[config.mk]
export PLATFORM = sky130hd
export DESIGN_NAME = ir_transmitter
export DESIGN_NICKNAME = d
export VERILOG_FILES = /design/src/rtl/ir_pkg.sv /design/src/rtl/ir_carrier_gen.sv /design/src/rtl/ir_transmitter.sv
export SDC_FILE = /design/constraint.sdc
export NUM_CORES = 1
export LEC_CHECK = 0
export CAP_MARGIN = 20
export CORE_ASPECT_RATIO = 0.7
export CORE_UTILIZATION = 58
export DETAILED_ROUTE_END_ITERATION = 8
export PLACE_DENSITY = 0.8
export SLEW_MARGIN = 20
export SYNTH_ARGS = -nofsm -noshare
export SYNTH_HDL_FRONTEND = slang
export SYNTH_HIERARCHICAL = 1
export SYNTH_SLANG_ARGS = --single-unit
[constraint.sdc]
create_clock -name clock -period 2.6 [get_ports clock]
set_input_delay 0.39 -clock clock [delete_from_list [all_inputs] [get_ports clock]]
set_output_delay 0.39 -clock clock [all_outputs]
set_load 0.01 [all_outputs]
[src/rtl/ir_pkg.sv]
// Shared state encoding and protocol timing constants for the IR transmitter.
// FRAME_WAIT only exists when IR_REPEAT_EN is defined.
package ir_pkg;

  typedef enum logic [2:0] {
    IDLE,
    START,
    GAP,
    BIT,
    DONE
`ifdef IR_REPEAT_EN
    , FRAME_WAIT
`endif
  } ir_state_e;

  localparam int START_UNITS = 4;
  localparam int GAP_UNITS   = 1;
  localparam int ONE_UNITS   = 2;
  localparam int ZERO_UNITS  = 1;
  localparam int CMD_BITS    = 12;
  localparam int FRAME_UNITS = 75;
  localparam int REPEATS     = 3;

  // States during which the LED is driven with carrier.
  function automatic logic is_mark(input ir_state_e s);
    return (s == START) || (s == BIT);
  endfunction

endpackage

[src/rtl/ir_carrier_gen.sv]
// Square-wave carrier with CARRIER_HALF clocks per half period; a synchronous
// restart forces the carrier high with a fresh half period on the next cycle.
module ir_carrier_gen #(
  parameter int CARRIER_HALF = 337
) (
  input  logic clock,
  input  logic reset,
  input  logic restart,
  output logic carrier
);
  localparam int CW = (CARRIER_HALF > 1) ? $clog2(CARRIER_HALF) : 1;

  logic [CW-1:0] half_cnt;

  always_ff @(posedge clock or negedge reset) begin
    if (!reset) begin
      half_cnt <= '0;
      carrier  <= 1'b0;
    end else if (restart) begin
      half_cnt <= '0;
      carrier  <= 1'b1;
    end else if (half_cnt == CW'(CARRIER_HALF - 1)) begin
      half_cnt <= '0;
      carrier  <= ~carrier;
    end else begin
      half_cnt <= half_cnt + 1'b1;
    end
  end

endmodule

[src/rtl/ir_transmitter.sv]
// Pulse-distance IR transmitter: 4-unit start mark, then 12 bits LSB first,
// each a 1-unit space plus a 1- or 2-unit mark. IR_REPEAT_EN sends the frame 3 times.
module ir_transmitter
  import ir_pkg::*;
#(
  parameter int UNIT_CYCLES  = 16200,
  parameter int CARRIER_HALF = 337
) (
  input  logic        clock,
  input  logic        reset,
  input  logic        transmit,
  input  logic [11:0] move_command,
  output logic        ir_out,
  output logic        busy,
  output logic        done,
  output ir_state_e   state_dbg
);
  localparam int PW = $clog2(START_UNITS * UNIT_CYCLES);
  localparam int BW = $clog2(CMD_BITS + 1);

  ir_state_e           state, state_next;
  logic [PW-1:0]       phase_cnt, phase_last;
  logic [CMD_BITS-1:0] shift_q;
  logic [BW-1:0]       bit_cnt;
  logic                phase_end, last_bit, accept, restart, carrier;

  assign accept    = (state == IDLE) && transmit;
  assign phase_end = (phase_cnt == phase_last);
  assign last_bit  = (bit_cnt == BW'(CMD_BITS - 1));

`ifdef IR_REPEAT_EN
  localparam int FW = $clog2(FRAME_UNITS * UNIT_CYCLES);

  logic [FW-1:0]       frame_cnt;
  logic [1:0]          rep_cnt;
  logic [CMD_BITS-1:0] cmd_q;
  logic                frame_end, last_frame, next_frame;

  assign frame_end  = (frame_cnt == FW'(FRAME_UNITS * UNIT_CYCLES - 1));
  assign last_frame = (rep_cnt == 2'(REPEATS - 1));
  assign next_frame = (state == FRAME_WAIT) && frame_end;

  // Frame-start timer; cmd_q restores the word for each repeat.
  always_ff @(posedge clock or negedge reset) begin
    if (!reset) begin
      frame_cnt <= '0;
      rep_cnt   <= '0;
      cmd_q     <= '0;
    end else if (accept) begin
      frame_cnt <= '0;
      rep_cnt   <= '0;
      cmd_q     <= move_command;
    end else if (next_frame) begin
      frame_cnt <= '0;
      rep_cnt   <= rep_cnt + 1'b1;
    end else if (state != IDLE) begin
      frame_cnt <= frame_cnt + 1'b1;
    end
  end
`endif

  always_comb begin
    phase_last = '0;
    case (state)
      START:   phase_last = PW'(START_UNITS * UNIT_CYCLES - 1);
      GAP:     phase_last = PW'(GAP_UNITS * UNIT_CYCLES - 1);
      BIT:     phase_last = shift_q[0] ? PW'(ONE_UNITS * UNIT_CYCLES - 1)
                                       : PW'(ZERO_UNITS * UNIT_CYCLES - 1);
      default: phase_last = '0;
    endcase
  end

  always_ff @(posedge clock or negedge reset) begin
    if (!reset) state <= IDLE;
    else        state <= state_next;
  end

  // The space precedes each bit mark, so the frame ends on the last bit's mark.
  always_comb begin
    state_next = state;
    case (state)
      IDLE:  if (transmit) state_next = START;
      START: if (phase_end) state_next = GAP;
      GAP:   if (phase_end) state_next = BIT;
      BIT: begin
        if (phase_end) begin
          if (!last_bit) state_next = GAP;
`ifdef IR_REPEAT_EN
          else if (!last_frame) state_next = FRAME_WAIT;
`endif
          else state_next = DONE;
        end
      end
`ifdef IR_REPEAT_EN
      FRAME_WAIT: if (frame_end) state_next = START;
`endif
      DONE:    state_next = IDLE;
      default: state_next = IDLE;
    endcase
  end

  always_comb begin
    busy      = (state != IDLE);
    done      = (state == DONE);
    ir_out    = is_mark(state) && carrier;
    restart   = is_mark(state_next) && (state_next != state);
    state_dbg = state;
  end

  // Phase timer reloads on every state change, so it never exceeds the start mark.
  always_ff @(posedge clock or negedge reset) begin
    if (!reset) begin
      phase_cnt <= '0;
    end else if (state != state_next) begin
      phase_cnt <= '0;
    end else if ((state == START) || (state == GAP) || (state == BIT)) begin
      phase_cnt <= phase_cnt + 1'b1;
    end
  end

  always_ff @(posedge clock or negedge reset) begin
    if (!reset) begin
      shift_q <= '0;
      bit_cnt <= '0;
    end else if (accept) begin
      shift_q <= move_command;
      bit_cnt <= '0;
`ifdef IR_REPEAT_EN
    end else if (next_frame) begin
      shift_q <= cmd_q;
      bit_cnt <= '0;
`endif
    end else if ((state == BIT) && phase_end) begin
      shift_q <= shift_q >> 1;
      bit_cnt <= bit_cnt + 1'b1;
    end
  end

  ir_carrier_gen #(
    .CARRIER_HALF(CARRIER_HALF)
  ) u_carrier (
    .clock  (clock),
    .reset  (reset),
    .restart(restart),
    .carrier(carrier)
  );

endmodule

==> flow_summary.yaml, run 1 <==
synth:
  syn-num-nets: 288
  avgSynthCellArea_um2: 9.377
  post_synthesis_cell_area_um2: 2522
  number_of_storage_elements_in_the_synthesis_netlist: 45
  synth_ff_type: "dfrtp_1"
  asyncSetResetFlopFracSynth: 1.000
  synth.yosys.seq_area_share: 0.4464
  ys.warnings.count: 6
  synth_enable_flop_cells: 0
  synth_cell_type_count: 53
  netlist_instances: 269
power:
  swShare: 0.3214
  vdd_drop_max_v: 0.0003568
  power.share.sequential: 0.521
  power_switching_uw: 614.7
  internal_dissipation_uw: 1298
  power_density_nw_per_um2: 662.9
  power.combinational.fraction: 0.254
  share_clk_of_total_power: 0.225
  power.leakage_uw: 0.001252
cts:
  cts_made_buffers: 5
  cts_buffer_depth: 2
  cell_at_the_root_of_the_clock_tree: "clkbuf_8"
  clk_pin_slew_ns: 0.08
  tritoncts: "yes"
  cts_sinks: 45
  holdBufCountCts: 0
  clkLatencyLatePin_ns: 0.30
  htreeDepth: 2
  post-cts-setup-buffers: 0
  post_cts_resized: 0
finish:
  design.final.nets: 313
  final_cell_count_no_fill: 346
  final_cell_area_um2: 2885
  fillers: 304
  diodes: 0
  layout.cells.most_common: "dfrtp_1"
  top_library_cells_by_usage_in_the_layout_fill_and_taps_aside: "43 x dfrtp_1, 31 x nor2_1, 19 x clkdlybuf4s50_1, 14 x inv_1, 14 x nand2_1"
  drive_above_1_share: 0.1156
  synthToLayoutAreaGrowth_pct: 14.39
sta:
  setup_violations: 0
  fin_skew_ns: 0.005155
  worst-slew-pin-transition_ns: 0.5703
  finalCritPeriodShare: 0.9186
  max_slew_margin: 0.6198
  drv_slew: 0
  timing.final.ws_setup_ns: 0.2116
  fmax_ghz: 0.4187
  finalWorstPathRequiredPeriod_ns: 2.388
  tns_ns: 0
  hold_viol: 0
  rsz_0062_raised_after_global_routing: "false"
  hold-worst-slack_ns: 0.07866
global_routing:
  total_overflow_reported_by_the_global_router: 0
  grt_first_pass_wirelength_mm: 9.384
  gr-usage-all-layers: 0.2720
  grt_max_degree: 46
  vias_in_the_first_global_route: 1970
  grt_antenna_before_repair: 0
place:
  place_area_um2: 2788
  globalplace.congestion: 0.8377
  place_worst_setup_slack_ns: 0.09744
  placed_cells: 339
  detailedPlacementHpwl_mm: 3.968
  port_buffers: 20
floorplanning:
  standard_cell_core_area_um2: 4041
  io-pin-count: 21
  initial_standard_cell_utilization_of_the_core: 0.6241
  area_of_the_die_um2: 4621
  placement_rows: 19
  fp.dieH_um: 57.18
  die_width_um: 80.82
detailed_routing:
  route.detailed.vias_per_inst: 5.977
  route.detailed.wl_per_inst_um: 15.62
  detail_route.first_pass.iterations: 4
  drcViolationCount: 0
  dr.first_iter.drc_count: 147
  drt_wl_total_mm: 5.403
  antenna_violating_nets_left: 0
  vias: 2068
outcome:
  outcome: "finished clean"
critical_path:
  crit_slowest_cell: "dfrtp_2"
  crit_path_cell_trace: "nor2b_4 > a211o_1 > a221oi_4 > nand4_1 > nor4_1 > or2_2 > o21bai_2 > nor2_1"
  critPathMaxFanout: 12
  critPathKind: "register to register"
  setup.worst_path.end_class: "register"
  cp_data_required_time_ns: 2.77
  critPathMaxStageDelay_ns: 0.49
  worst-endpoint-arrival_ns: 2.56
  timing.critical_path.from_type: "register"
flow_run:
  max_cap_violations: 0
hold_path:
  worstHoldPathType: "primary input to asynchronous set/reset pin"
-- cells in the mapped netlist, types with 2 or more instances --
library cell   n  area, um2
nand2b_1       2      12.51
nand3_1       12      60.06
nand4_1        8      50.05
o31ai_1        2      15.01
xnor2_1        8      70.07
and3_1         8      50.05
mux2i_1        2      20.02
or2_2          3      18.77
and2_1         8      50.05
buf_2          2      10.01
nor3_1         8      40.04
nand4b_1       2      17.52
inv_1         14      52.55
or3_1          6      37.54
a211o_1        2      17.52
dfrtp_1       45       1126
o211ai_1       2      15.01
nor4_1         4      25.02
ha_1           4      50.05
o21ai_0       12      60.06
a21oi_1       13      65.06
buf_6          3      33.78
a221o_1        5      50.05
nand2_1       14      52.55
clkbuf_1       7      26.28
xor2_1         9      78.83
nor2b_1        2      12.51
nor3b_1        4      30.03
nor2_1        31      116.4
a31oi_1        4      25.02
-- worst paths after layout --
| path | startpoint | to | slack (ns) | cells past startpoint |
|---|---|---|---|---|
| min in group clock | bit_cnt[2]$_DFFE_PN0P_ | bit_cnt[2]$_DFFE_PN0P_ | 0.51 | 1 |
| worst min register to register | bit_cnt[2]$_DFFE_PN0P_ | bit_cnt[2]$_DFFE_PN0P_ | 0.51 | 1 |
| max in group asynchronous | reset | state_dbg[2]$_DFF_PN0_ | 2.10 | 1 |
| worst min-delay path | reset | u_carrier/half_cnt[2]$_DFF_PN0_ | 0.08 | 1 |
| worst max register to register | state_dbg[0]$_DFF_PN0_ | u_carrier/half_cnt[3]$_DFF_PN0_ | 0.21 | 8 |
| worst max-delay path | state_dbg[0]$_DFF_PN0_ | u_carrier/half_cnt[3]$_DFF_PN0_ | 0.21 | 8 |
-- cell type report --
type	instances	area, um2	share of cell area
multi-input combinational	198	1280	0.4436
inverter	14	52.55	0.01821
tap	52	65.06	0.02255
clock buffer	7	86.33	0.02992
sequential	45	1129	0.3912
timing repair buffer	30	272.8	0.09454
-- metal layers --
| layer | global-route usage | part of all wire |
|---|---|---|
| met4 | 0.08418 | 0.0081 |
| met5 | 0 | 0 |
| met3 | 0.05440 | 0.066 |
| met2 | 0.3661 | 0.42 |
| met1 | 0.4347 | 0.50 |
-- sequential cells by signal, indices dropped and copies added, names as in the netlist --
name,count
bit_cnt,4
phase_cnt,16
shift_q,12
state_dbg,3
u_carrier/carrier,1
u_carrier/half_cnt,9
-- power groups by stage --
| stage | clock (uW) | sequential [uW] | combinational, uW |
|---|---|---|---|
| after CTS | 445 | 993 | 489 |
| after global placement | 0 | 1000 | 466 |
| final | 431 | 996 | 485 |
| after floorplan | 0 | 962 | 355 |
| after global routing | 473 | 1020 | 559 |
| after detailed placement | 0 | 1010 | 487 |
-- worst max-delay path: cells and delay by family, from the launching register on --
kind / cells / cell delay, ns
compound gates: 3 / 0.85
flops: 1 / 0.49
simple gates: 5 / 0.90
-- stage by stage --
| step | utilization | total power, uW |
|---|---|---|
| floorplan | - | 1317 |
| finish | 0.7139 | 1913 |
| global route | 0.7139 | 2051 |
| detailed placement | 0.6898 | 1493 |
| global placement | 0.6898 | 1468 |
| CTS | 0.7111 | 1926 |
-- kinds of logic (layout without fill, tap and decap cells) --
| kind of cell | after synthesis | count (layout) | share of synthesized area |
|---|---|---|---|
| simple gates | 121 | 121 | 0.2644 |
| compound gates | 53 | 53 | 0.1493 |
| xor+xnor | 17 | 17 | 0.05903 |
| flops | 45 | 45 | 0.4464 |
| buf+inv | 26 | 51 | 0.04861 |
| mux | 3 | 3 | 0.01240 |
| fa+ha+maj | 4 | 4 | 0.01984 |
Power figures use the tool's default switching activity.
==> inputs of run 2 (changes only) <==
--- a/config.mk
+++ b/config.mk
@@ -7,9 +7,9 @@
 export LEC_CHECK = 0
 export CAP_MARGIN = 20
 export CORE_ASPECT_RATIO = 0.7
-export CORE_UTILIZATION = 58
+export CORE_UTILIZATION = 45
 export DETAILED_ROUTE_END_ITERATION = 8
-export PLACE_DENSITY = 0.8
+export PLACE_DENSITY = 0.67
 export SLEW_MARGIN = 20
 export SYNTH_ARGS = -nofsm -noshare
 export SYNTH_HDL_FRONTEND = slang
==> constraint.sdc (replaced) <==
create_clock -name clock -period 1.9 [get_ports clock]
set_input_delay 0.285 -clock clock [delete_from_list [all_inputs] [get_ports clock]]
set_output_delay 0.285 -clock clock [all_outputs]
set_load 0.01 [all_outputs]
==> run 2 against run 1 <==
Against the previous run: the run now ends with negative setup slack left; global-route usage is 2.2 points lower; first-iteration DRC count is 33% lower; flip-flop and latch count stayed put; critical path type unchanged.
==> flow_summary.yaml, run 2 (synthesis gave the netlist of run 1 again) <==
outcome:
  outcome: "finished with violations"
  failed_checks: "negative setup slack"
detailed_routing:
  vias: 2282
  antenna_violating_nets_left: 0
  detail_route.first_pass.iterations: 4
  route.detailed.wl_per_inst_um: 16.29
  drt_wl_total_mm: 6.793
  drcViolationCount: 0
  route.detailed.vias_per_inst: 5.472
  dr.first_iter.drc_count: 99
flow_run:
  max_cap_violations: 0
finish:
  final_cell_area_um2: 3598
  layout.cells.most_common: "buf_4"
  fillers: 418
  largest-register: "phase_cnt"
  design.final.nets: 364
  drive_above_1_share: 0.3536
  final_cell_count_no_fill: 417
  top_library_cells_by_usage_in_the_layout_fill_and_taps_aside: "45 x buf_4, 42 x dfrtp_1, 24 x nor2_1, 16 x clkdlybuf4s50_1"
  layout_top_registers: "phase_cnt: 16 flops, shift_q: 12 flops, u_carrier/half_cnt: 9 flops"
  diodes: 0
  synthToLayoutAreaGrowth_pct: 42.66
  largest_reg_flops: 16
  final_core_utilization: 0.6773
critical_path:
  critPathKind: "register to register"
  register_to_register_setup_slack_ns: -0.44
  worst-endpoint-arrival_ns: 2.53
  timing.critical_path.from_type: "register"
  worst_r2r_endpoint: "u_carrier/half_cnt[3]$_DFF_PN0_"
  critPathMaxFanout: 5
  worst_r2r_startpoint: "state_dbg[0]$_DFF_PN0_"
  timing.reg2reg.worst_path_depth: 9
  cp_data_required_time_ns: 2.10
  setup.worst_path.end_class: "register"
sta:
  timing.final.ws_setup_ns: -0.4386
  setup_violations: 44
  fin_skew_ns: 0.009292
  rsz_0062_raised_after_global_routing: "true"
  max_slew_margin: 0.6084
  tns_ns: -13.16
  hold_viol: 0
  fmax_ghz: 0.4276
  drv_slew: 0
  finalWorstPathRequiredPeriod_ns: 2.339
  finalCritPeriodShare: 1.231
  worst-slew-pin-transition_ns: 0.5874
floorplanning:
  placement_rows: 22
  die_width_um: 91.49
  standard_cell_core_area_um2: 5313
  io-pin-count: 21
  area_of_the_die_um2: 5914
  fp.dieH_um: 64.64
  initial_standard_cell_utilization_of_the_core: 0.4748
global_routing:
  gr-usage-all-layers: 0.2499
  total_overflow_reported_by_the_global_router: 0
  grt_antenna_before_repair: 0
  grt_first_pass_wirelength_mm: 11.23
  vias_in_the_first_global_route: 2257
  grt_max_degree: 46
place:
  detailedPlacementHpwl_mm: 4.243
  globalplace.congestion: 0.8259
  place_area_um2: 3108
  port_buffers: 20
  placed_cells: 393
power:
  power.leakage_uw: 0.001541
  post-layout-total-power_uw: 2983
  power_density_nw_per_um2: 829.1
  vdd_drop_max_v: 0.0004207
cts:
  cts_buffer_depth: 2
  cts_sinks: 45
  cell_at_the_root_of_the_clock_tree: "clkbuf_8"
  htreeDepth: 2
  tritoncts: "yes"
  clkLatencyLatePin_ns: 0.31
  clk_pin_slew_ns: 0.09
  cts_made_buffers: 5
hold_path:
  worstHoldPathType: "primary input to asynchronous set/reset pin"
==> run 2: cell count changes in the layout (fill, tap and decap cells not counted), sizes merged <==
cell / delta
bufinv: +1
clkinv: +1
clkbuf: -1
dlymetal6s2s: +1
clkdlybuf4s15: +1
buf: +50
clkdlybuf4s50: -3
o21bai: +1
==> run 2: worst max-delay path by stage <==
| stage | start | end | slack [ns] | depth (start not counted) |
|---|---|---|---|---|
| after floorplan | state_dbg[0]$_DFF_PN0_ | u_carrier/half_cnt[0]$_DFF_PN0_ | -0.42 | 9 |
| after global placement | state_dbg[0]$_DFF_PN0_ | u_carrier/half_cnt[3]$_DFF_PN0_ | -0.32 | 8 |
| after detailed placement | state_dbg[0]$_DFF_PN0_ | u_carrier/half_cnt[4]$_DFF_PN0_ | -0.37 | 8 |
| after CTS | state_dbg[0]$_DFF_PN0_ | u_carrier/half_cnt[1]$_DFF_PN0_ | -0.36 | 8 |
| after global routing | state_dbg[0]$_DFF_PN0_ | u_carrier/half_cnt[1]$_DFF_PN0_ | -0.50 | 9 |
| final | state_dbg[0]$_DFF_PN0_ | u_carrier/half_cnt[3]$_DFF_PN0_ | -0.44 | 9 |
==> run 2: cell type report <==
type / instances / area (um2) / share of cell area
timing repair buffer: 80 / 720.7 / 0.2003
clock buffer: 5 / 68.82 / 0.01912
multi-input combinational: 199 / 1501 / 0.4172
inverter: 14 / 52.55 / 0.01460
sequential: 45 / 1130 / 0.3140
tap: 72 / 90.09 / 0.02503
clock inverter: 2 / 35.03 / 0.009736
==> run 2: critical path: stages, from the launching register on <==
cell and delay (ns):
dfrtp_2 0.46, nor2b_4 0.15, a211o_1 0.29, a221oi_4 0.37, nand4_1 0.18, buf_4 0.18
nor4_4 0.19, or2_4 0.19, o21bai_4 0.14, nor2_1 0.07
==> run 2: power by group <==
group	switching [uW]	internal, uW
Combinational	420	464
Clock	347	383
Sequential	212	1160
==> run 2: through the flow <==
stage	setup slack [ns]	hold slack, ns
2_1_floorplan	-0.4181	-0.01059
3_3_place_gp	-0.3160	0.4095
3_5_place_dp	-0.3650	0.4133
4_1_cts	-0.3568	0.08295
5_1_grt	-0.5043	0.1132
6_report	-0.4386	0.05550
==> run 2: what timing repair did <==
item	in CTS	in global routing
cloned	3	0
endpoints found under the setup margin	47	47
hold buffers	0	0
hold endpoints to repair	0	0
pin swaps	21	18
setup buffers	17	1
gates resized for setup	44	25
==> run 2: layer usage <==
layer  global-route usage  vias to the layer above  wire length (um)  part of all wire
li1                     -                     1112                 -                 -
met1               0.3565                     1117              3428              0.50
met2               0.3806                       44              3059              0.45
met3              0.05751                        9               225             0.033
met4              0.06944                        0                80             0.012
met5                    0                        -                 0                 0
